<file path="config.mk">
export PLATFORM = sky130hd
export DESIGN_NAME = datapath_raiz
export DESIGN_NICKNAME = d
export VERILOG_FILES = /design/src/rtl/raiz_pkg.sv /design/src/rtl/sub_trial_raiz.sv /design/src/rtl/datapath_raiz.sv
export SDC_FILE = /design/constraint.sdc
export NUM_CORES = 1
export LEC_CHECK = 0
export CAP_MARGIN = 10
export CORE_MARGIN = 2
export CORE_UTILIZATION = 52
export DETAILED_ROUTE_END_ITERATION = 7
export MAX_ROUTING_LAYER = met4
export PLACE_DENSITY = 0.85
export RECOVER_POWER = 25
export SLEW_MARGIN = 30
export SYNTH_ARGS = -nofsm -noshare
export SYNTH_HDL_FRONTEND = slang
export SYNTH_SLANG_ARGS = --single-unit
</file>
<file path="constraint.sdc">
create_clock -name clk -period 3 [get_ports clk]
set_input_delay 0.6 -clock clk [delete_from_list [all_inputs] [get_ports clk]]
set_output_delay 0.6 -clock clk [all_outputs]
set_load 0.005 [all_outputs]
</file>
<file path="src/rtl/raiz_pkg.sv">
// raiz_pkg: constants shared by the square-root datapath, its control FSM
// and the bench.
//   RAD_W / ROOT_W / REM_W : radicand, root and remainder widths.
//   ACC_W                  : width of the partial-remainder / trial register.
//   ITER_INIT              : iteration counter load value (8 iterations).
//   STB_*                  : bit positions of the one-hot step strobes.
package raiz_pkg;
  localparam int RAD_W  = 16;
  localparam int ROOT_W = 8;
  localparam int REM_W  = 9;
  localparam int ACC_W  = 16;

  localparam logic [2:0] ITER_INIT = 3'd7;

  // Strobe vector positions; a lower index means a higher priority.
  localparam int STB_RST = 0;  // START   : load radicand, clear state
  localparam int STB_S1  = 1;  // STEP1   : shift two radicand bits into A
  localparam int STB_S2  = 2;  // OPERATE : accept the trial difference
  localparam int STB_S3  = 3;  // ITERATE : shift accept bit into root
  localparam int STB_S4  = 4;  // STEP2   : clear accept flag
  localparam int STB_W   = 5;
endpackage

</file>
<file path="src/rtl/sub_trial_raiz.sv">
// sub_trial_raiz: trial subtraction of one restoring square-root step.
//   a_i : partial remainder A (16 bits)
//   r_i : partial root R (8 bits)
//   q_o : A - (4R + 1), modulo 2^16; bit 15 is the sign of the trial
module sub_trial_raiz
  import raiz_pkg::*;
(
  input  logic [ACC_W-1:0]  a_i,
  input  logic [ROOT_W-1:0] r_i,
  output logic [ACC_W-1:0]  q_o
);
  logic [ACC_W-1:0] trial_sub;

  // {R,01} is 4R+1, the increment from (2R)^2 to (2R+1)^2.
  assign trial_sub = {{(ACC_W-ROOT_W-2){1'b0}}, r_i, 2'b01};
  assign q_o       = a_i - trial_sub;
endmodule

</file>
<file path="src/rtl/datapath_raiz.sv">
// datapath_raiz: register datapath for a bit-pair restoring 16-bit integer
// square root, driven by one-hot strobes from an external control FSM.
//   clk       : rising-edge clock
//   rst       : asynchronous active-low reset
//   in_X      : radicand, captured on in_RST
//   in_RST    : load radicand / clear state (highest priority)
//   in_S1     : shift next two radicand bits into the partial remainder
//   in_S2     : accept trial difference, set accept flag
//   in_S3     : shift accept flag into root, decrement counter
//   in_S4     : clear accept flag (lowest priority)
//   out_Q     : combinational trial difference A - {R,2'b01}; bit 15 = negative
//   out_K     : high while the iteration counter is zero (last iteration)
//   out_root  : partial / final root
//   out_rem   : final remainder A[8:0]
// Strobe semantics: each strobe is a single-cycle command sampled on the
// rising edge; only the highest-priority asserted strobe acts, and with no
// strobe asserted every register holds.
module datapath_raiz
  import raiz_pkg::*;
(
  input  logic              clk,
  input  logic              rst,
  input  logic [RAD_W-1:0]  in_X,
  input  logic              in_RST,
  input  logic              in_S1,
  input  logic              in_S2,
  input  logic              in_S3,
  input  logic              in_S4,
  output logic [ACC_W-1:0]  out_Q,
  output logic              out_K,
  output logic [ROOT_W-1:0] out_root,
  output logic [REM_W-1:0]  out_rem
);
  logic [RAD_W-1:0]  x_q, x_d;
  logic [ACC_W-1:0]  a_q, a_d;
  logic [ROOT_W-1:0] r_q, r_d;
  logic [2:0]        k_q, k_d;
  logic              b_q, b_d;
  logic [STB_W-1:0]  stb;
  logic [ACC_W-1:0]  trial_q;

  assign stb[STB_RST] = in_RST;
  assign stb[STB_S1]  = in_S1;
  assign stb[STB_S2]  = in_S2;
  assign stb[STB_S3]  = in_S3;
  assign stb[STB_S4]  = in_S4;

  sub_trial_raiz u_trial (
    .a_i (a_q),
    .r_i (r_q),
    .q_o (trial_q)
  );

  always_comb begin
    x_d = x_q;
    a_d = a_q;
    r_d = r_q;
    k_d = k_q;
    b_d = b_q;
    if (stb[STB_RST]) begin
      x_d = in_X;
      a_d = '0;
      r_d = '0;
      k_d = ITER_INIT;
      b_d = 1'b0;
    end else if (stb[STB_S1]) begin
      a_d = {a_q[ACC_W-3:0], x_q[RAD_W-1:RAD_W-2]};
      x_d = {x_q[RAD_W-3:0], 2'b00};
    end else if (stb[STB_S2]) begin
      a_d = trial_q;
      b_d = 1'b1;
    end else if (stb[STB_S3]) begin
      r_d = {r_q[ROOT_W-2:0], b_q};
      // Wraps 0 -> 7 on the last iteration; the FSM is leaving for DONE.
      k_d = k_q - 3'd1;
    end else if (stb[STB_S4]) begin
      b_d = 1'b0;
    end
  end

  always_ff @(posedge clk or negedge rst) begin
    if (!rst) begin
      x_q <= '0;
      a_q <= '0;
      r_q <= '0;
      k_q <= '0;
      b_q <= 1'b0;
    end else begin
      x_q <= x_d;
      a_q <= a_d;
      r_q <= r_d;
      k_q <= k_d;
      b_q <= b_d;
    end
  end

  assign out_Q    = trial_q;
  assign out_K    = (k_q == 3'd0);
  assign out_root = r_q;
  assign out_rem  = a_q[REM_W-1:0];
endmodule

</file>
==> qor.yml <==
criticalPathCategory: "flop to output pin"
worst_pin_slew_ns: 1.10
crit_arrival_ns: 2.29
min_period_ns: 2.89
synth-seq-cells: 44
die_w_um: 79.2
synth_area_mm2: 0.00294
cts_tree: "built"
postLayoutCellArea_mm2: 0.00406
numCtsBuffers: 5
grt_pass1_vias: 2789
totalWireLength_mm: 8.33
htreeDepth: 2
topRoutingLayerUsed: "met4"
rows: 27
synth_ff_type: "dfrtp_1"
area_growth_pct: 38.3
powerDensity_mw_per_mm2: 471
clk_latency_ns: 0.30
synth.area.top_cells: "dfrtp_1 (37%), mux2i_1 (6.1%), nand2_1 (6.1%), ha_1 (4.7%), a21oi_1 (4.4%)"
slew_headroom_pct: 26.5
clockBufferDepth: 2
ir_worst_vdd_mv: 0.287
leakagePower_nw: 1.81
met1Wirelength_mm: 3.53
status: "finished clean"
worstSetupEndpointType: "output pin"
num_io_pins: 57
grt_pass1_wl_mm: 12.9
io_buffers: 56
fill_cells: 397
syn_inst: 338
final-setup-viol-count: 0
maxSlewViolCount: 0
synthDistinctLibCells: 54
drt_iter0_drc: 281
regToRegSetupSlack_ns: 0.82
coreArea_mm2: 0.00547
whs_ns: 0.499
r2r-end: "a_q[15]$_DFFE_PN0P_"
yosysWarningCount: 0
die_h_um: 79.2
max_freq_mhz: 345
dpl_cell_area_mm2: 0.00366
n_antenna_cell: 0
finClkSkew_ns: 0.0127
worst-path-max-fanout: 4
synth_top_area_share_pct: 37.5
start_util_pct: 53.7
hp-class: "input port to async pin"
r2r-start: "a_q[3]$_DFFE_PN0P_"
wl_met2_mm: 4.19
met3WireLength_um: 388
critPathRequiredTime_ns: 2.40
gp_congestion: 0.924
synth_top_area_cell: "dfrtp_1"
endpoint: "out_Q[4]"
maxCapViolCount: 0
routed_via_density: 5.85
dp_hpwl_mm: 5.39
synth-edff-count: 0
grt_max_degree: 45
cts_root_buffer: "clkbuf_8"
start_kind: "flop"
postSynth.asyncResetShare_pct: 100
via_count: 2880
path_clk_slew_ns: 0.08
synth_area_per_cell_um2: 8.70
worstSetupStartpoint: "a_q[1]$_DFFE_PN0P_"
gr-total-overflow: 0
fin_crit_sh_pct: 96.5
drtAntennaViolNets: 0
reg2reg_depth: 9
dieArea_mm2: 0.00627
dr.pass1.iters: 5
finalHoldViolations: 0
track_usage_pct: 26.8
routedWlPerCell_um: 16.9
synth_seq_area_share_pct: 37.5
numClockSinks: 44
fin_nets: 453
grt_antenna_before_repair: 0
drive_gt1_share_pct: 22.6
syn_nets: 372
drc: 0
## worst max-delay path: stages (launching register included)
cell and delay, ns:
dfrtp_1 0.42, inv_1 0.08, ha_1 0.21, nand2b_1 0.22
a21oi_4 0.25, xor2_1 0.26, clkdlybuf4s50_1 0.55
## cells by family after synthesis
group / Yosys count / share of synthesized area, %
multiplexers: 18 / 6.13
AND/OR/NAND/NOR: 111 / 18.3
XOR/XNOR: 17 / 5.07
AO/OA/AOI/OAI: 85 / 20.3
flip-flops: 44 / 37.5
buffers and inverters: 52 / 8.05
adder cells (fa/ha/maj): 11 / 4.68
## cell type report
class                   instances  area [um^2]  share of cell area (%)
clock buffers                   8         90.1                    2.22
inverters                      23         86.3                    2.12
repair buffers                103          885                    21.8
multi-input cells             242         1810                    44.6
flip-flops and latches         44         1100                    27.1
well taps                      72         90.1                    2.22
## cells in the final DEF, fill, tap and decap left out, types with 2 or more instances in the layout
master	instances
nand2_1	48
buf_4	45
dfrtp_1	44
clkdlybuf4s50_1	43
a21oi_1	22
o21ai_0	21
inv_1	19
nor2_1	18
mux2i_1	18
nand2b_1	11
xnor2_1	11
ha_4	8
clkbuf_8	6
dlygate4sd2_1	6
xor2_1	5
nor3_1	5
clkbuf_2	5
nor4_1	4
nand3_1	4
o211ai_1	4
inv_2	3
o21a_1	3
nor2b_1	3
a211oi_1	3
ha_1	3
o21a_4	2
a21o_1	2
nor3_2	2
a21oi_2	2
a21oi_4	2
a221oi_2	2
and3_1	2
o221ai_1	2
o311a_1	2
a32o_1	2
nand3b_1	2
a221oi_1	2
clkbuf_1	2
## stage by stage
| stage | utilization, % | TNS, ns | total power, W | setup WS, ns | cells |
|---|---|---|---|---|---|
| floorplan | - | 0 | 0.00108 | 0.498 | 338 |
| global placement | 66.9 | 0 | 0.00138 | 0.0507 | 468 |
| detailed placement | 67.0 | -0.142 | 0.00140 | -0.0783 | 468 |
| CTS | 72.3 | 0 | 0.00185 | 0.000818 | 487 |
| global route | 74.3 | -0.00733 | 0.00201 | -0.00733 | 492 |
| finish | 74.3 | 0 | 0.00192 | 0.105 | 492 |
## synth_stat cells (2+ instances only)
library cell and n:
a221oi_2 2, o211ai_1 4, a21oi_1 26, buf_1 3, nor2_1 19, o21ai_0 22, nor4_1 4, inv_1 22
o221ai_1 2, a32o_1 2, nor2b_1 3, a21o_1 2, xnor2_1 12, dfrtp_1 44, ha_1 11, nor3_1 7
buf_4 9, nand3b_1 2, a211oi_1 3, xor2_1 5, a221oi_1 2, nand2b_1 11, o311a_1 2, buf_2 6
clkbuf_1 11, mux2i_1 18, o21a_1 5, nand2_1 48, nand3_1 4, and3_1 3
## worst min path at each step
stage | from | end | slack [ns] | depth (start not counted)
floorplan | rst | a_q[0]$_DFFE_PN0P_ | 0.30 | 0
finish | rst | k_q[1]$_DFFE_PN0P_ | 0.50 | 1
global route | k_q[2]$_DFFE_PN0P_ | k_q[2]$_DFFE_PN0P_ | 0.56 | 2
detailed placement | k_q[1]$_DFFE_PN0P_ | k_q[1]$_DFFE_PN0P_ | 0.51 | 2
CTS | rst | out_root[6]$_DFFE_PN0P_ | 0.31 | 1
global placement | k_q[1]$_DFFE_PN0P_ | k_q[1]$_DFFE_PN0P_ | 0.49 | 2
## flip-flops by register name (all words and copies together), names as in the netlist
name and cells:
b_q 1, a_q 16, k_q 3, out_root 8
x_q 16
## routing by layer
layer	global-route usage, %	vias up
met5	-	-
met4	9.83	0
met3	3.41	24
met2	45.8	119
met1	32.7	1398
li1	-	1339
## power breakdown
group / internal, W / switching, W / leakage [nW] / total [W]
logic: 0.000449 / 0.000391 / 1.20 / 0.000840
registers: 0.000638 / 0.0000448 / 0.560 / 0.000683
clock network: 0.000188 / 0.000205 / 0.0455 / 0.000393
total: 0.00128 / 0.000640 / 1.81 / 0.00192
## what timing repair did
action,4_1_cts,5_1_grt
hold buffers,0,0
setup endpoints to repair,11,6
resized for setup,34,23
pin swaps,8,7
buffers inserted,11,5
Note: power is estimated with default switching activity, not from simulation.
